==> config.mk <==
export PLATFORM = sky130hd
export DESIGN_NAME = rf_ctrl
export DESIGN_NICKNAME = d
export VERILOG_FILES = /design/src/rtl/rf_pkg.sv /design/src/rtl/rf_ctrl_alu.sv /design/src/rtl/rf_ctrl.sv
export SDC_FILE = /design/constraint.sdc
export NUM_CORES = 1
export LEC_CHECK = 0
export CAP_MARGIN = 0
export CORE_MARGIN = 2
export CORE_UTILIZATION = 52
export DETAILED_ROUTE_END_ITERATION = 10
export GPL_ROUTABILITY_DRIVEN = 0
export GPL_TIMING_DRIVEN = 0
export PLACE_DENSITY = 0.81
export SETUP_SLACK_MARGIN = 0.5
export SYNTH_ARGS = -nofsm -noshare
export SYNTH_HDL_FRONTEND = slang
export SYNTH_HIERARCHICAL = 1
export SYNTH_SLANG_ARGS = --single-unit
==> constraint.sdc <==
create_clock -name clk -period 4.9 [get_ports clk]
set_input_delay 0.735 -clock clk [delete_from_list [all_inputs] [get_ports clk]]
set_output_delay 0.735 -clock clk [all_outputs]
set_load 0.01 [all_outputs]
==> src/rtl/rf_pkg.sv <==
// Shared constants for the register file and its access controller.
// Latency: n/a (declarations only).
// Backpressure: n/a.
// Contents: data/register sizing, operation encodings, controller FSM state encoding.
package rf_pkg;

    localparam int WORD_SIZE = 16;
    localparam int NUM_REG   = 4;
    localparam int ADDR_W    = $clog2(NUM_REG);

    // Request operation encodings
    localparam logic [1:0] OP_ADD  = 2'b00;
    localparam logic [1:0] OP_SUB  = 2'b01;
    localparam logic [1:0] OP_ADDI = 2'b10;
    localparam logic [1:0] OP_RD   = 2'b11;

    // Controller FSM state encoding
    localparam logic [2:0] ST_IDLE  = 3'd0;
    localparam logic [2:0] ST_READ  = 3'd1;
    localparam logic [2:0] ST_EXEC  = 3'd2;
    localparam logic [2:0] ST_WRITE = 3'd3;
    localparam logic [2:0] ST_DONE  = 3'd4;

endpackage

==> src/rtl/rf_ctrl_alu.sv <==
// Result datapath for the register-file controller: ADD/SUB/ADDI/RD.
// Latency: purely combinational, zero cycles.
// Backpressure: none; the caller registers the result when it needs it.
// Ports: op (operation), a/b (rs/rt operands), imm (immediate), result (mod 2^WORD_SIZE).
module rf_ctrl_alu
    import rf_pkg::*;
(
    input  logic [1:0]           op,
    input  logic [WORD_SIZE-1:0] a,
    input  logic [WORD_SIZE-1:0] b,
    input  logic [WORD_SIZE-1:0] imm,
    output logic [WORD_SIZE-1:0] result
);

    // Carries and borrows are discarded: results wrap modulo 2^WORD_SIZE.
    always_comb begin
        result = '0;
        case (op)
            OP_ADD:  result = a + b;
            OP_SUB:  result = a - b;
            OP_ADDI: result = a + imm;
            OP_RD:   result = a;
            default: result = '0;
        endcase
    end

endmodule

==> src/rtl/rf_ctrl.sv <==
// Register-file access controller: one read-compute-write operation at a time.
// Latency: accept edge E0, write commits at E3 (rsp_valid after E3); RD responds after E2.
// Backpressure: req_ready only in IDLE; holds the response in DONE until rsp_ready.
// Ports: clk/reset_n; req_* request channel (op, rs, rt, rd, imm); rsp_* response channel;
//        rf_write/rf_addr1..3/rf_wdata drive the RF port set; rf_data1/2 are its read data.
module rf_ctrl
    import rf_pkg::*;
(
    input  logic                 clk,
    input  logic                 reset_n,
    input  logic                 req_valid,
    output logic                 req_ready,
    input  logic [1:0]           req_op,
    input  logic [ADDR_W-1:0]    req_rs,
    input  logic [ADDR_W-1:0]    req_rt,
    input  logic [ADDR_W-1:0]    req_rd,
    input  logic [WORD_SIZE-1:0] req_imm,
    output logic                 rsp_valid,
    input  logic                 rsp_ready,
    output logic [WORD_SIZE-1:0] rsp_data,
    output logic                 rf_write,
    output logic [ADDR_W-1:0]    rf_addr1,
    output logic [ADDR_W-1:0]    rf_addr2,
    output logic [ADDR_W-1:0]    rf_addr3,
    output logic [WORD_SIZE-1:0] rf_wdata,
    input  logic [WORD_SIZE-1:0] rf_data1,
    input  logic [WORD_SIZE-1:0] rf_data2
);

    logic [2:0]           state;
    logic [1:0]           op_q;
    logic [ADDR_W-1:0]    rd_q;
    logic [WORD_SIZE-1:0] imm_q;
    logic [WORD_SIZE-1:0] opa_q;
    logic [WORD_SIZE-1:0] opb_q;
    logic [WORD_SIZE-1:0] alu_result;

    rf_ctrl_alu u_alu (
        .op     (op_q),
        .a      (opa_q),
        .b      (opb_q),
        .imm    (imm_q),
        .result (alu_result)
    );

    always_ff @(posedge clk or negedge reset_n) begin
        if (!reset_n) begin
            state     <= ST_IDLE;
            req_ready <= 1'b1;
            rsp_valid <= 1'b0;
            rsp_data  <= '0;
            rf_write  <= 1'b0;
            rf_addr1  <= '0;
            rf_addr2  <= '0;
            rf_addr3  <= '0;
            rf_wdata  <= '0;
            op_q      <= OP_ADD;
            rd_q      <= '0;
            imm_q     <= '0;
            opa_q     <= '0;
            opb_q     <= '0;
        end else begin
            case (state)
                ST_IDLE: begin
                    // req_ready is registered high only in IDLE, so it gates the accept.
                    if (req_valid && req_ready) begin
                        op_q      <= req_op;
                        rd_q      <= req_rd;
                        imm_q     <= req_imm;
                        rf_addr1  <= req_rs;
                        rf_addr2  <= req_rt;
                        req_ready <= 1'b0;
                        state     <= ST_READ;
                    end
                end
                ST_READ: begin
                    // Operands are captured before any write, so rd==rs/rt uses old values.
                    opa_q <= rf_data1;
                    opb_q <= rf_data2;
                    state <= ST_EXEC;
                end
                ST_EXEC: begin
                    rsp_data <= alu_result;
                    if (op_q == OP_RD) begin
                        rsp_valid <= 1'b1;
                        state     <= ST_DONE;
                    end else begin
                        rf_addr3 <= rd_q;
                        rf_wdata <= alu_result;
                        rf_write <= 1'b1;
                        state    <= ST_WRITE;
                    end
                end
                ST_WRITE: begin
                    // The RF commits on this edge; the response becomes visible after it.
                    rf_write  <= 1'b0;
                    rsp_valid <= 1'b1;
                    state     <= ST_DONE;
                end
                ST_DONE: begin
                    if (rsp_valid && rsp_ready) begin
                        rsp_valid <= 1'b0;
                        req_ready <= 1'b1;
                        state     <= ST_IDLE;
                    end
                end
                default: begin
                    state     <= ST_IDLE;
                    req_ready <= 1'b1;
                    rsp_valid <= 1'b0;
                    rf_write  <= 1'b0;
                end
            endcase
        end
    end

endmodule

==> Yosys cells after proc, flatten, opt, wreduce, memory -nomap -nowiden <==
Cells that the tools add are included.
{ "totals": {"ff_bits": 96, "inputBits": 60, "out_inout_bits": 41, "elab_cells": 58} }
{ "op_classes": {"add_sub_neg": 3, "n_eq_ne": 11, "n_mux": 13, "bitwise": 4, "reduce_logical": 13} }
{ "op_table": {"columns": ["cell", "count"], "rows": [
  ["16-bit case mux with 4 select lines", 1],
  ["16-bit adder", 2],
  ["16-bit subtractor", 1],
  ["3-bit case mux with 5 select lines", 1],
  ["3-bit 2-to-1 mux", 3],
  ["2-bit != test, second input constant", 4],
  ["2-bit AND reduction", 4],
  ["3-bit by 2-bit equality test with 1-bit output, second input constant", 2],
  ["3-bit AND reduction", 2],
  ["3-bit OR reduction", 2],
  ["1-bit 2-to-1 mux", 5],
  ["2-bit equality test, second input constant", 2],
  ["1-bit NOT", 4],
  ["1-bit case mux with 4 select lines", 1],
  ["3-bit by 1-bit equality test with 1-bit output, second input constant", 1],
  ["3-bit equality test, second input constant", 1],
  ["3-bit logical NOT", 1],
  ["1-bit case mux with 3 select lines", 1],
  ["2-bit by 1-bit equality test with 1-bit output, second input constant", 1],
  ["1-bit logical AND", 2],
  ["2-bit logical NOT", 1],
  ["1-bit case mux with 2 select lines", 1],
  ["2-bit OR reduction", 1]
]} }

==> Depth between registers and ports, before layout <==
{ "depth": {"ltp_word": 4, "ltp_mapped": 16, "mapped_depth_nobuf": 15} }

==> Hierarchy <==
The synthesis kept the hierarchy.
{ "by_module_without_submodules": {"columns": ["mod", "instances", "cells_per_inst", "area_per_inst_um2", "seq_area_each_um2"], "rows": [
  ["rf_ctrl", 1, 218, 3614.7, 2403.6],
  ["rf_ctrl_alu", 1, 253, 1609.0, 0.0]
]} }

==> Least setup slack after synthesis <==
OpenSTA, ideal clock, no wires.
{ "synth_path": {"path_kind": "register to register", "start": "register opb_q[1]", "end": "register rsp_data[15]", "setup_time_ns": 0.125, "t_arrival_ns": 3.279, "required_time_ns": 4.775, "setup_slack_ns": 1.496, "path_stages_with_launch": 16, "n_path_buf": 0, "period_less_slack_ns": 3.404, "path_cell_list": "dfrtp_1 -> inv_1 -> ha_1 -> nand3_1 -> or3_1 -> o311a_2 -> a21oi_1 -> o21ai_0 -> ha_1 -> a21oi_1 -> o21ai_0 -> nor4b_1 -> a21oi_1 -> mux2_2 -> o2111ai_1 -> mux2_2"} }
{ "synth_via": {"elab_chain_cells": 2, "elab_cells_between_ends": 3, "classes_between": "add/sub (2); mux (1)"} }
{ "synth_lines": {"columns": ["item", "line", "text"], "rows": [
  ["start: declaration", "rf_ctrl.sv:35", "logic [WORD_SIZE-1:0] opb_q;"],
  ["start signal: assignment", "rf_ctrl.sv:79", "opb_q <= rf_data2;"],
  ["16-bit subtractor / 16-bit adder (equally long branches)", "rf_ctrl_alu.sv:20, rf_ctrl_alu.sv:19", null],
  ["16-bit case mux with 4 select lines *", "rf_ctrl_alu.sv:18", "case (op)"],
  ["named net alu_result[15]", "rf_ctrl.sv:36", "logic [WORD_SIZE-1:0] alu_result;"],
  ["end signal: assignment", "rf_ctrl.sv:83", "rsp_data <= alu_result;"],
  ["end: declaration", "rf_ctrl.sv:20", "output logic [WORD_SIZE-1:0] rsp_data,"]
]} }
Mark *: on every way through the listed nets, which the timed path passes. The rest lies on a longest branch.
A chain may end at the register's enable or synchronous reset.

==> Final worst setup path <==
{ "layout_path": {"start": "register op_q[0]", "end": "register rsp_data[10]"} }
{ "layout_via": {"elab_chain_cells": 2, "elab_cells_between_ends": 5, "classes_between": "eq/ne (3); mux (1); reduce/logical (1)"} }
{ "layout_lines": {"columns": ["item", "line", "text"], "rows": [
  ["start: declaration", "rf_ctrl.sv:31", "logic [1:0] op_q;"],
  ["start signal: assignment", "rf_ctrl.sv:67", "op_q <= req_op;"],
  ["2-bit equality test, or another cell as far along", "rf_ctrl_alu.sv:18", null],
  ["16-bit case mux with 4 select lines *", "rf_ctrl_alu.sv:18", null],
  ["named net alu_result[10]", "rf_ctrl.sv:36", null]
]} }
Marks and branches as above.

==> results by group <==
Floorplanning
  – Die area: 10,900 um^2
  – Initial core utilization: 0.534
  – Die Span Y: 104 um
  – I/O pin count: 101
  – Rows: 36
  – Die width: 104 um
  – Core area: 9770 um^2

Critical path
  – Reg2Reg Depth: 13
  – CP Capture Type: flip-flop
  – Worst EP arrival: 4.32 ns
  – CP startpoint kind: flip-flop
  – Crit path from: op_q[0]
  – Crit Path Max Fanout: 10
  – Critical path class: flip-flop to flip-flop
  – Critical Path RT: 5.15 ns
  – Reg2reg start: op_q[0]

CTS
  – H-tree depth: 3
  – CTS clk-pin slew, worst paths: 0.09 ns
  – Clock Path Buffers: 2
  – Root Driver: clkbuf_8
  – Sink Count: 96
  – Post-CTS Hold Buffers: 0
  – TritonCTS buffer count: 9
  – Post-cts gate resize count: 0
  – Setup Fix Bufs, Post-CTS: 0
  – CTS tree: yes
  – Clock Latency Late Sink: 0.37 ns

Timing
  – Fmax achieved: 246 MHz
  – Worst Tran Pin Value: 0.670 ns
  – Unrepaired setup endpoints after global routing: no
  – Final Skew: 0.00985 ns
  – Relative slew slack: 0.552
  – Max Slew Vio Count: 0
  – Hold Vio Cnt, Final: 0
  – Minimum clock period: 4.06 ns
  – Fin crit share: 0.829
  – # setup viols final: 0

Final layout
  – Final Non-Filler Cells: 721
  – Ant diodes: 0
  – Area growth from synthesis to layout: 27.0%
  – Final Net Count: 667
  – Layout cells sized above 1: 0.223
  – Fillers: 737

Logic synthesis
  – Mean post-synth cell area: 11.1 um^2
  – Warnings from Yosys: 6
  – Post-synth ARST share: 1.00
  – Seq/Total Area, Yosys: 0.460
  – FF+latch count, synth: 96
  – Mapped cell area: 5220 um^2
  – Top_reg_cell synth: dfrtp_1
  – Synth cell types: 53
  – Cells after synthesis: 471
  – Net Count, Synth: 555
  – Number of flops mapped to enable cells by yosys: 0

Drt
  – WL per Instance: 16.9 um
  – ANT nets after route: 0
  – Wirelength, routed: 12.2 mm
  – Vias per std cell: 5.81
  – Drt drc: 0
  – Drt pass-1 iters: 5
  – Initial DRC count: 245
  – Vias: 4,191

GRT
  – Largest net degree at the start of global routing: 57
  – Vias in the first global route: 4,198
  – GR Util All Layers: 0.234
  – Total gr overflow: 0
  – Gr busiest metal: met2
  – Grt met1 use: 0.298
  – Initial antenna violation count: 0
  – Met3 Use GR: 0.0426
  – First-pass GRT wire length: 20.3 mm
  – Met2 usage: 0.402

Run
  – Max cap viols: 0

Place
  – Post-detail-place hpwl: 9.38 mm
  – Cells after DPL: 705
  – I/O Buffers: 100

Power
  – PwrDens: 863 nW/um^2
  – Max rail drop VDD: 0.000330 V
  – Tot Pwr: 5.73 mW
  – Leakage: 2.83 nW

Worst hold path
  – Hold WC Path Type: input port to asynchronous set/reset pin

Run status
  – Outcome: finished, final reports clean
==> layout by cell type (no fill, tap or decap), types with 2 or more instances in the layout <==
master            n
a211oi_1          5
nand3b_1          2
nand4_1           2
nand2_1          37
a22oi_1           2
a32oi_1           4
nor2_1           21
o21ai_0          32
o22ai_1           9
dfrtp_1          95
buf_4             3
nor4_1            2
buf_2             8
mux2i_1           2
a21o_1            8
xnor2_1           5
nor2b_1           2
mux2_2           94
ha_1             23
a31oi_1           2
a21oi_1          28
clkbuf_8         12
o21a_1            2
o211ai_1          4
inv_1            19
clkdlybuf4s50_1  99
nor3_1           12
xor2_1            4
clkbuf_1          8
o31a_1            5
nand3_1           4
and3_1            4
==> worst max-delay path, cell delays in order (launching register included) <==
cell and delay (ns):
dfrtp_1 0.45, inv_1 0.07, ha_1 0.35, clkbuf_1 0.36
clkbuf_1 0.45, a21oi_1 0.25, fa_1 0.48, a21o_1 0.19
a21oi_1 0.29, o211ai_1 0.22, a31oi_1 0.25, xor2_1 0.16
o21ai_0 0.13, mux2_2 0.30
==> synthesized netlist by cell type, drive strengths merged, types with 5 or more instances <==
master / number / area [um^2]
a21o: 8 / 60.1
o22ai: 9 / 56.3
nor3: 12 / 60.1
clkbuf: 9 / 33.8
inv: 19 / 71.3
buf: 10 / 55.1
xnor2: 5 / 43.8
nand2: 38 / 145
ha: 23 / 288
mux2: 94 / 1060
o21ai: 32 / 160
a21oi: 28 / 140
a211oi: 5 / 37.5
o31a: 5 / 43.8
dfrtp: 95 / 2380
nor2: 21 / 78.8
==> cells by family (layout without fill, tap and decap cells) <==
family,after synthesis,in the layout,synth area share
AO/OA/AOI/OAI,111,111,0.133
XOR/XNOR,9,9,0.0151
adder cells (fa/ha/maj),24,24,0.0589
buffers and inverters,38,155,0.0307
flip-flops,96,96,0.460
multiplexers,96,96,0.206
AND/OR/NAND/NOR,97,97,0.0953
==> routing by layer <==
metal  part of all wire  vias to the layer above  wire length [um]
met5                  0                        -                 0
met4              0.015                        0               187
met3              0.061                       16               741
met2               0.50                      166              6050
met1               0.43                     2070              5200
li1                   -                     1939                 -
==> worst paths after layout <==
path,slack (ns),to
worst max-delay path,0.84,rsp_data[10]
worst min-delay path,0.34,rsp_data[14]
worst max register to register,0.84,rsp_data[10]
worst min register to register,0.51,rf_wdata[9]
max in group asynchronous,3.86,req_ready
min in group clk,0.51,rf_wdata[9]
==> flip-flops by register name, indices dropped and copies added (netlist names) <==
register	flops
rf_addr2	2
rf_wdata	16
state	3
rf_write	1
rd_q	2
opb_q	16
opa_q	16
req_ready	1
rf_addr3	2
rsp_data	16
rf_addr1	2
imm_q	16
op_q	2
rsp_valid	1
==> layout make-up <==
type | instances | area [um^2] | area share
Clock inverter | 4 | 51.3 | 0.00773
Clock buffer | 12 | 165 | 0.0249
Timing Repair Buffer | 101 | 1030 | 0.155
Sequential cell | 96 | 2400 | 0.362
Buffer | 19 | 90.1 | 0.0136
Inverter | 19 | 71.3 | 0.0108
Multi-Input combinational cell | 337 | 2660 | 0.401
Tap cell | 133 | 166 | 0.0251
==> where the power goes <==
group / internal (mW) / switching, mW
clock: 0.278 / 0.274
combinational: 1.76 / 1.87
sequential: 1.21 / 0.334
total: 3.25 / 2.48
==> per-stage QoR <==
| stage | setup TNS, ns | hold slack [ns] | instance area (um^2) | setup slack, ns | util |
|---|---|---|---|---|---|
| 2_1_floorplan | 0 | 0.439 | 5220 | 1.50 | - |
| 3_3_place_gp | -22.65 | 0.482 | 6390 | -0.243 | 0.654 |
| 3_5_place_dp | 0 | 0.493 | 6420 | 0.922 | 0.656 |
| 4_1_cts | 0 | 0.344 | 6630 | 0.913 | 0.679 |
| 5_1_grt | 0 | 0.376 | 6630 | 0.578 | 0.679 |
| 6_report | 0 | 0.335 | 6630 | 0.837 | 0.679 |
No activity file was read; power rests on OpenSTA's default activity.
